$ cat src/rtl/fft_frame_sequencer.sv
// Frame sequencer in front of a stall-only SDF FFT pipeline: feeds samples,
// injects zero flush frames, and forwards only results belonging to real frames.
module fft_frame_sequencer #(
    parameter int WIDTH           = 16,
    parameter int N               = 256,
    parameter int MAX_OUTSTANDING = 4,
    parameter int IDLE_TIMEOUT    = 64
) (
    input  logic             clock,
    input  logic             reset,
    input  logic             s_valid,
    output logic             s_ready,
    input  logic [WIDTH-1:0] s_real,
    input  logic [WIDTH-1:0] s_imag,
    input  logic             s_last,
    input  logic             flush_req,
    output logic             fft_input_en,
    output logic [WIDTH-1:0] fft_input_real,
    output logic [WIDTH-1:0] fft_input_imag,
    input  logic             fft_output_en,
    input  logic [WIDTH-1:0] fft_output_real,
    input  logic [WIDTH-1:0] fft_output_imag,
    output logic             m_valid,
    output logic [WIDTH-1:0] m_real,
    output logic [WIDTH-1:0] m_imag,
    output logic             m_first,
    output logic             m_last,
    output logic [7:0]       m_frame_idx,
    output logic             busy,
    output logic             err_misalign
);
    localparam int CW = $clog2(N);
    localparam int AW = (MAX_OUTSTANDING > 1) ? $clog2(MAX_OUTSTANDING) : 1;
    localparam int OW = $clog2(MAX_OUTSTANDING + 1);
    localparam int IW = $clog2(IDLE_TIMEOUT + 2);
    localparam logic [CW-1:0] LAST = CW'(N - 1);

    typedef enum logic {STREAM, FLUSH} state_t;

    state_t               state_q, state_d;
    logic                 run_q, run_d;
    logic [CW-1:0]        in_cnt_q, in_cnt_d;
    logic [CW-1:0]        fl_cnt_q, fl_cnt_d;
    logic [CW-1:0]        out_cnt_q, out_cnt_d;
    logic [IW-1:0]        idle_cnt_q, idle_cnt_d;
    logic [7:0]           frame_idx_q, frame_idx_d;
    logic                 pending_q, pending_d;
    logic [MAX_OUTSTANDING-1:0] tags_q, tags_d;
    logic [AW-1:0]        wr_ptr_q, wr_ptr_d;
    logic [AW-1:0]        rd_ptr_q, rd_ptr_d;
    logic [OW-1:0]        count_q, count_d;
    logic [OW-1:0]        real_cnt_q, real_cnt_d;
    logic                 err_q, err_d;
    logic                 in_en_q, in_en_d;
    logic [WIDTH-1:0]     in_re_q, in_re_d;
    logic [WIDTH-1:0]     in_im_q, in_im_d;
    logic                 mv_q, mv_d;
    logic [WIDTH-1:0]     m_re_q, m_re_d;
    logic [WIDTH-1:0]     m_im_q, m_im_d;
    logic                 mf_q, mf_d;
    logic                 ml_q, ml_d;
    logic [7:0]           midx_q, midx_d;

    logic full, empty, head, any_real, boundary;
    logic accept, pop, push, push_real, flush_go, flush_again, idle;

    always_comb begin
        full      = count_q == OW'(MAX_OUTSTANDING);
        empty     = count_q == '0;
        head      = tags_q[rd_ptr_q];
        any_real  = real_cnt_q != '0;
        boundary  = in_cnt_q == '0;
        s_ready   = run_q && state_q == STREAM
                    && !(boundary && (full || pending_q));
        accept    = s_valid && s_ready;
        pop       = fft_output_en && !empty && out_cnt_q == LAST;
        flush_go  = state_q == STREAM && boundary && pending_q
                    && !full && !accept;
        flush_again = state_q == FLUSH && fl_cnt_q == LAST
                      && any_real && !full;
        push_real = accept && boundary;
        push      = push_real || flush_go || flush_again;
        idle      = state_q == STREAM && boundary && !accept
                    && any_real && !pending_q;
        busy      = state_q == FLUSH || any_real || !boundary;

        state_d     = state_q;
        run_d       = 1'b1;
        in_cnt_d    = in_cnt_q;
        fl_cnt_d    = fl_cnt_q;
        out_cnt_d   = out_cnt_q;
        idle_cnt_d  = idle_cnt_q;
        frame_idx_d = frame_idx_q;
        pending_d   = pending_q;
        tags_d      = tags_q;
        wr_ptr_d    = wr_ptr_q;
        rd_ptr_d    = rd_ptr_q;
        count_d     = count_q;
        real_cnt_d  = real_cnt_q;
        err_d       = err_q;
        in_en_d     = 1'b0;
        in_re_d     = in_re_q;
        in_im_d     = in_im_q;
        mv_d        = 1'b0;
        m_re_d      = m_re_q;
        m_im_d      = m_im_q;
        mf_d        = 1'b0;
        ml_d        = 1'b0;
        midx_d      = midx_q;

        if (accept) begin
            in_en_d  = 1'b1;
            in_re_d  = s_real;
            in_im_d  = s_imag;
            in_cnt_d = in_cnt_q + CW'(1);
            if (s_last && in_cnt_q != LAST) err_d = 1'b1;
        end else if (state_q == FLUSH) begin
            in_en_d = 1'b1;
            in_re_d = '0;
            in_im_d = '0;
        end

        if (accept || !any_real) begin
            idle_cnt_d = '0;
        end else if (idle) begin
            idle_cnt_d = idle_cnt_q + IW'(1);
            if (IDLE_TIMEOUT != 0 && idle_cnt_d == IW'(IDLE_TIMEOUT)) begin
                pending_d  = 1'b1;
                idle_cnt_d = '0;
            end
        end
        if (flush_req && any_real && state_q == STREAM) pending_d = 1'b1;

        unique case (state_q)
            STREAM: begin
                if (flush_go) begin
                    state_d   = FLUSH;
                    pending_d = 1'b0;
                    fl_cnt_d  = '0;
                end
            end
            FLUSH: begin
                fl_cnt_d = fl_cnt_q + CW'(1);
                if (fl_cnt_q == LAST && !flush_again) state_d = STREAM;
            end
            default: state_d = STREAM;
        endcase

        if (push) begin
            tags_d[wr_ptr_q] = push_real;
            wr_ptr_d = wr_ptr_q + AW'(1);
        end
        if (pop) begin
            rd_ptr_d = rd_ptr_q + AW'(1);
            if (head) frame_idx_d = frame_idx_q + 8'd1;
        end
        case ({push, pop})
            2'b10:   count_d = count_q + OW'(1);
            2'b01:   count_d = count_q - OW'(1);
            default: count_d = count_q;
        endcase
        case ({push_real, pop && head})
            2'b10:   real_cnt_d = real_cnt_q + OW'(1);
            2'b01:   real_cnt_d = real_cnt_q - OW'(1);
            default: real_cnt_d = real_cnt_q;
        endcase

        // Pipeline output is counted even for dummy frames to keep framing.
        if (fft_output_en) out_cnt_d = out_cnt_q + CW'(1);
        if (fft_output_en && !empty && head) begin
            mv_d   = 1'b1;
            m_re_d = fft_output_real;
            m_im_d = fft_output_imag;
            mf_d   = out_cnt_q == '0;
            ml_d   = out_cnt_q == LAST;
            midx_d = frame_idx_q;
        end
    end

    always_ff @(posedge clock) begin
        if (!reset) begin
            state_q     <= STREAM;
            run_q       <= 1'b0;
            in_cnt_q    <= '0;
            fl_cnt_q    <= '0;
            out_cnt_q   <= '0;
            idle_cnt_q  <= '0;
            frame_idx_q <= '0;
            pending_q   <= 1'b0;
            tags_q      <= '0;
            wr_ptr_q    <= '0;
            rd_ptr_q    <= '0;
            count_q     <= '0;
            real_cnt_q  <= '0;
            err_q       <= 1'b0;
            in_en_q     <= 1'b0;
            in_re_q     <= '0;
            in_im_q     <= '0;
            mv_q        <= 1'b0;
            m_re_q      <= '0;
            m_im_q      <= '0;
            mf_q        <= 1'b0;
            ml_q        <= 1'b0;
            midx_q      <= '0;
        end else begin
            state_q     <= state_d;
            run_q       <= run_d;
            in_cnt_q    <= in_cnt_d;
            fl_cnt_q    <= fl_cnt_d;
            out_cnt_q   <= out_cnt_d;
            idle_cnt_q  <= idle_cnt_d;
            frame_idx_q <= frame_idx_d;
            pending_q   <= pending_d;
            tags_q      <= tags_d;
            wr_ptr_q    <= wr_ptr_d;
            rd_ptr_q    <= rd_ptr_d;
            count_q     <= count_d;
            real_cnt_q  <= real_cnt_d;
            err_q       <= err_d;
            in_en_q     <= in_en_d;
            in_re_q     <= in_re_d;
            in_im_q     <= in_im_d;
            mv_q        <= mv_d;
            m_re_q      <= m_re_d;
            m_im_q      <= m_im_d;
            mf_q        <= mf_d;
            ml_q        <= ml_d;
            midx_q      <= midx_d;
        end
    end

    assign fft_input_en   = in_en_q;
    assign fft_input_real = in_re_q;
    assign fft_input_imag = in_im_q;
    assign m_valid        = mv_q;
    assign m_real         = m_re_q;
    assign m_imag         = m_im_q;
    assign m_first        = mf_q;
    assign m_last         = ml_q;
    assign m_frame_idx    = midx_q;
    assign err_misalign   = err_q;

endmodule

$ cat config.mk
export PLATFORM = sky130hd
export DESIGN_NAME = fft_frame_sequencer
export DESIGN_NICKNAME = d
export VERILOG_FILES = /design/src/rtl/fft_frame_sequencer.sv
export SDC_FILE = /design/constraint.sdc
export NUM_CORES = 1
export LEC_CHECK = 0
export BUFFER_PORTS_ARGS = -buffer_cell sky130_fd_sc_hd__buf_4
export CELL_PAD_IN_SITES_DETAIL_PLACEMENT = 2
export CELL_PAD_IN_SITES_GLOBAL_PLACEMENT = 2
export CORE_MARGIN = 2
export CORE_UTILIZATION = 30
export CTS_CLUSTER_DIAMETER = 100
export DETAILED_ROUTE_END_ITERATION = 10
export PLACE_DENSITY_LB_ADDON = 0.1
export SYNTH_ARGS = -nofsm -noshare
export SYNTH_HDL_FRONTEND = slang
export SYNTH_SLANG_ARGS = --single-unit
$ cat constraint.sdc
create_clock -name clock -period 3.9 [get_ports clock]
set_input_delay 0.195 -clock clock [delete_from_list [all_inputs] [get_ports clock]]
set_output_delay 0.195 -clock clock [all_outputs]
set_load 0.03 [all_outputs]
==> out/metrics.csv <==
stage,metric,value,unit
layout,num_antenna_cells,0,
floorplanning,die-area,20510,um2
global_routing,grt.overflow.total,0,
worst_setup_path,cp-start-kind,register,
timing,finalHoldViolations,0,
worst_setup_path,path_max_fanout,15,
clock_network,cts_setup_buffers,0,
drt,dr.first_iter.drc_count,196,
status,outcome,completed,
drt,via_count,5547,
drt,routedWlPerCell,17.08,um
clock_network,cts-htree-levels,4,
power_and_ir_drop,p_switching,0.9182,mW
drt,drt_wl_total,18930,um
global_routing,grt_start_max_net_pins,64,
floorplanning,rows,50,
power_and_ir_drop,p_total,3.512,mW
worst_setup_path,required,4.24,ns
synthesis,synth_cells,710,
place,portBuffers,148,
clock_network,cts_root_buf,clkbuf_16,
layout,regArea,2664,um2
clock_network,cts_buffers,17,
clock_network,cts_buffer_depth,2,
timing,maxSlewViolCount,0,
place,dpl_cell_area,7131,um2
synthesis,netlist_area,5816,um2
worst_setup_path,critPathKind,register to register,
drt,antenna_left,0,
timing,tightest_slew,0.7197,ns
timing,max_slew_margin,51.34,%
global_routing,antenna_found_initial,0,
global_routing,grt_first_pass_wirelength,31370,um
synthesis,synth_edf_count,0,
floorplanning,initial_utilization,30.78,%
job,maxCapViolCount,0,
timing,fmax,299.6,MHz
clock_network,clock_latency,0.42,ns
synthesis,yosys.area_share.simple,25.22,%
power_and_ir_drop,seqPwrFrac,41.1,%
synthesis,ys_types,48,
floorplanning,die_w,143.2,um
synthesis,synth_top_cell_by_area,dfxtp_1,
layout,fin_nets,920,
power_and_ir_drop,max-vdd-ir-drop,0.2791,mV
clock_network,hold_buffers,0,
drt,drt_first_pass_iters,4,
power_and_ir_drop,pwr-share-comb,12.4,%
power_and_ir_drop,powerDensity,454.3,nW/um2
worst_setup_path,endpoint_kind,register,
timing,layout_min_cycle_time,3.338,ns
synthesis,synth_area_leaders,"dfxtp_1 46%, a21oi_1 8.5%, nand2_1 7.1%, nand3_1 4.1%, nor2b_1 3.5%",
clock_network,cts_resized,0,
layout,design_area,7730,um2
floorplanning,pin_count,149,
layout,syn_to_final_growth,32.92,%
timing,tns,0,ns
synthesis,synth-xor-area-share,2.861,%
clock_network,cts_num_sinks,133,
power_and_ir_drop,p_int,2.594,mW
place,place.gp.congestion,0.7702,
global_routing,grt_usage,19.18,%
synthesis,synth_top_family_by_area,simple AND/OR/NAND/NOR gates,
clock_network,clk_pin_slew,0.06,ns
synthesis,avgSynthCellArea,8.191,um2
timing,setup_viol,0,
floorplanning,core,18890,um2
layout,multi_input_area,2879,um2
synthesis,synthFlopType,dfxtp_1,
synthesis,synthAdderAreaFrac,3.485,%
place,post-dp-hpwl,12770,um
power_and_ir_drop,p_leak,3.048,nW
timing,finClkSkew,0.01092,ns
synthesis,synth_most_common_cell,dfxtp_1,
synthesis,muxShareOfSynthArea,1.592,%
synthesis,syn-num-nets,795,
clock_network,cts_tree,done,
synthesis,ys_warn_count,0,
synthesis,async_flop_share,0,%
layout,nFillCells,2149,
floorplanning,die_height,143.2,um
worst_setup_path,crit_arrival,3.67,ns
timing,rsz0062_at_grt,false,
drt,vias_per_cell,5.006,
worst_setup_path,ff2ff_setup_slack,0.56,ns
drt,drc,0,
global_routing,first_global_vias,6258,
synthesis,synth_compound_area_share,16.35,%
layout,drive_gt1_share,23.11,%
timing,fin_crit_sh,85.59,%
synthesis,synth.top_cell.area_share,45.78,%
synthesis,synth_seq_area_share,45.78,%
synthesis,ys_ff_latch,133,
synthesis,yosys-top-cells-count,"133 x dfxtp_1, 110 x nand2_1, 99 x a21oi_1",
power_and_ir_drop,pwr-share-clk,46.6,%
timing,whs,0.02214,ns
worst_hold_path,worstHoldPathType,input port to register,
power_and_ir_drop,switching_share,26.15,%
power groups by stage:
stage	logic (mW)	clock network (mW)	registers [mW]
after floorplan	0.212	0	1.51
after global placement	0.422	0	1.47
after detailed placement	0.439	0	1.47
after CTS	0.443	1.68	1.44
after global routing	0.481	1.76	1.45
final	0.435	1.63	1.44
cell usage in the layout, fill, tap and decap left out, drive strengths merged, types with 3 or more instances in the layout:
cell type,n
buf,158
o21ai,41
xnor2,7
and4,3
nor2,29
and3,10
inv,20
a311o,3
or4,10
or3,8
nor2b,33
bufinv,3
dfxtp,133
nor3,5
o31ai,7
ha,13
a21oi,99
o22ai,4
nand2b,5
and2,3
a21boi,4
nor3b,3
nand4,14
nand2,110
xor2,12
clkinv,5
clkinvlp,5
nand3b,4
nand3,48
mux2i,7
clkbuf,19
sequential cells by signal, summed over array words and instances (netlist names), 2 cells and up:
signal and count:
fft_input_imag 16, out_cnt_q 8, fl_cnt_q 8, rd_ptr_q 2, idle_cnt_q 7, fft_input_real 16, in_cnt_q 8, count_q 3
frame_idx_q 8, tags_q 4, wr_ptr_q 2, m_real 16, m_frame_idx 8, m_imag 16, real_cnt_q 3
cells by family (layout without fill, tap and decap cells):
| kind of cell | count (synthesis) | after routing |
|---|---|---|
| XOR/XNOR | 19 | 19 |
| AND/OR/NAND/NOR | 292 | 292 |
| adder cells (fa/ha/maj) | 15 | 15 |
| buffers and inverters | 72 | 210 |
| flip-flops | 133 | 133 |
| AO/OA/AOI/OAI | 171 | 171 |
| multiplexers | 8 | 8 |
per-layer routing:
metal	routed length, um	track usage [%]
met5	0	0
met4	155	5.366
met3	1026	6.539
met2	9684	33.77
met1	8062	22.12
layout make-up:
cell class                 count  area share (%)
inverter                      20          0.9874
multi-input combinational    505           37.25
tap                          260           4.208
timing repair buffer         158           15.34
clock buffer                  19           5.730
clock inverter                13           2.023
sequential                   133           34.46
per-stage QoR:
step	util (%)	std cells	setup WS (ns)
detailed placement	37.74	1076	0.6044
floorplan	-	710	1.160
CTS	40.91	1108	0.5297
finish	40.91	1108	0.5621
global placement	37.74	1076	0.7892
global route	40.91	1108	0.3415
worst max-delay path: stages, from the launching register on:
cell     delay [ns]
dfxtp_1        0.33
inv_1          0.08
ha_1           0.18
or4b_4         0.50
or4_1          0.77
o211a_1        0.29
ha_1           0.24
inv_1          0.08
fa_1           0.19
xor2_1         0.09
or3_1          0.32
a21oi_1        0.17
final timing paths:
path | start | endpoint | depth (start not counted)
hold / removal | fft_output_imag[10] | m_imag[10] | 3
hold reg to reg | m_imag[15] | m_imag[15] | 2
setup reg to reg | in_cnt_q[0] | count_q[2] | 11
setup / recovery | in_cnt_q[0] | count_q[2] | 11
Power figures use the tool's default switching activity.
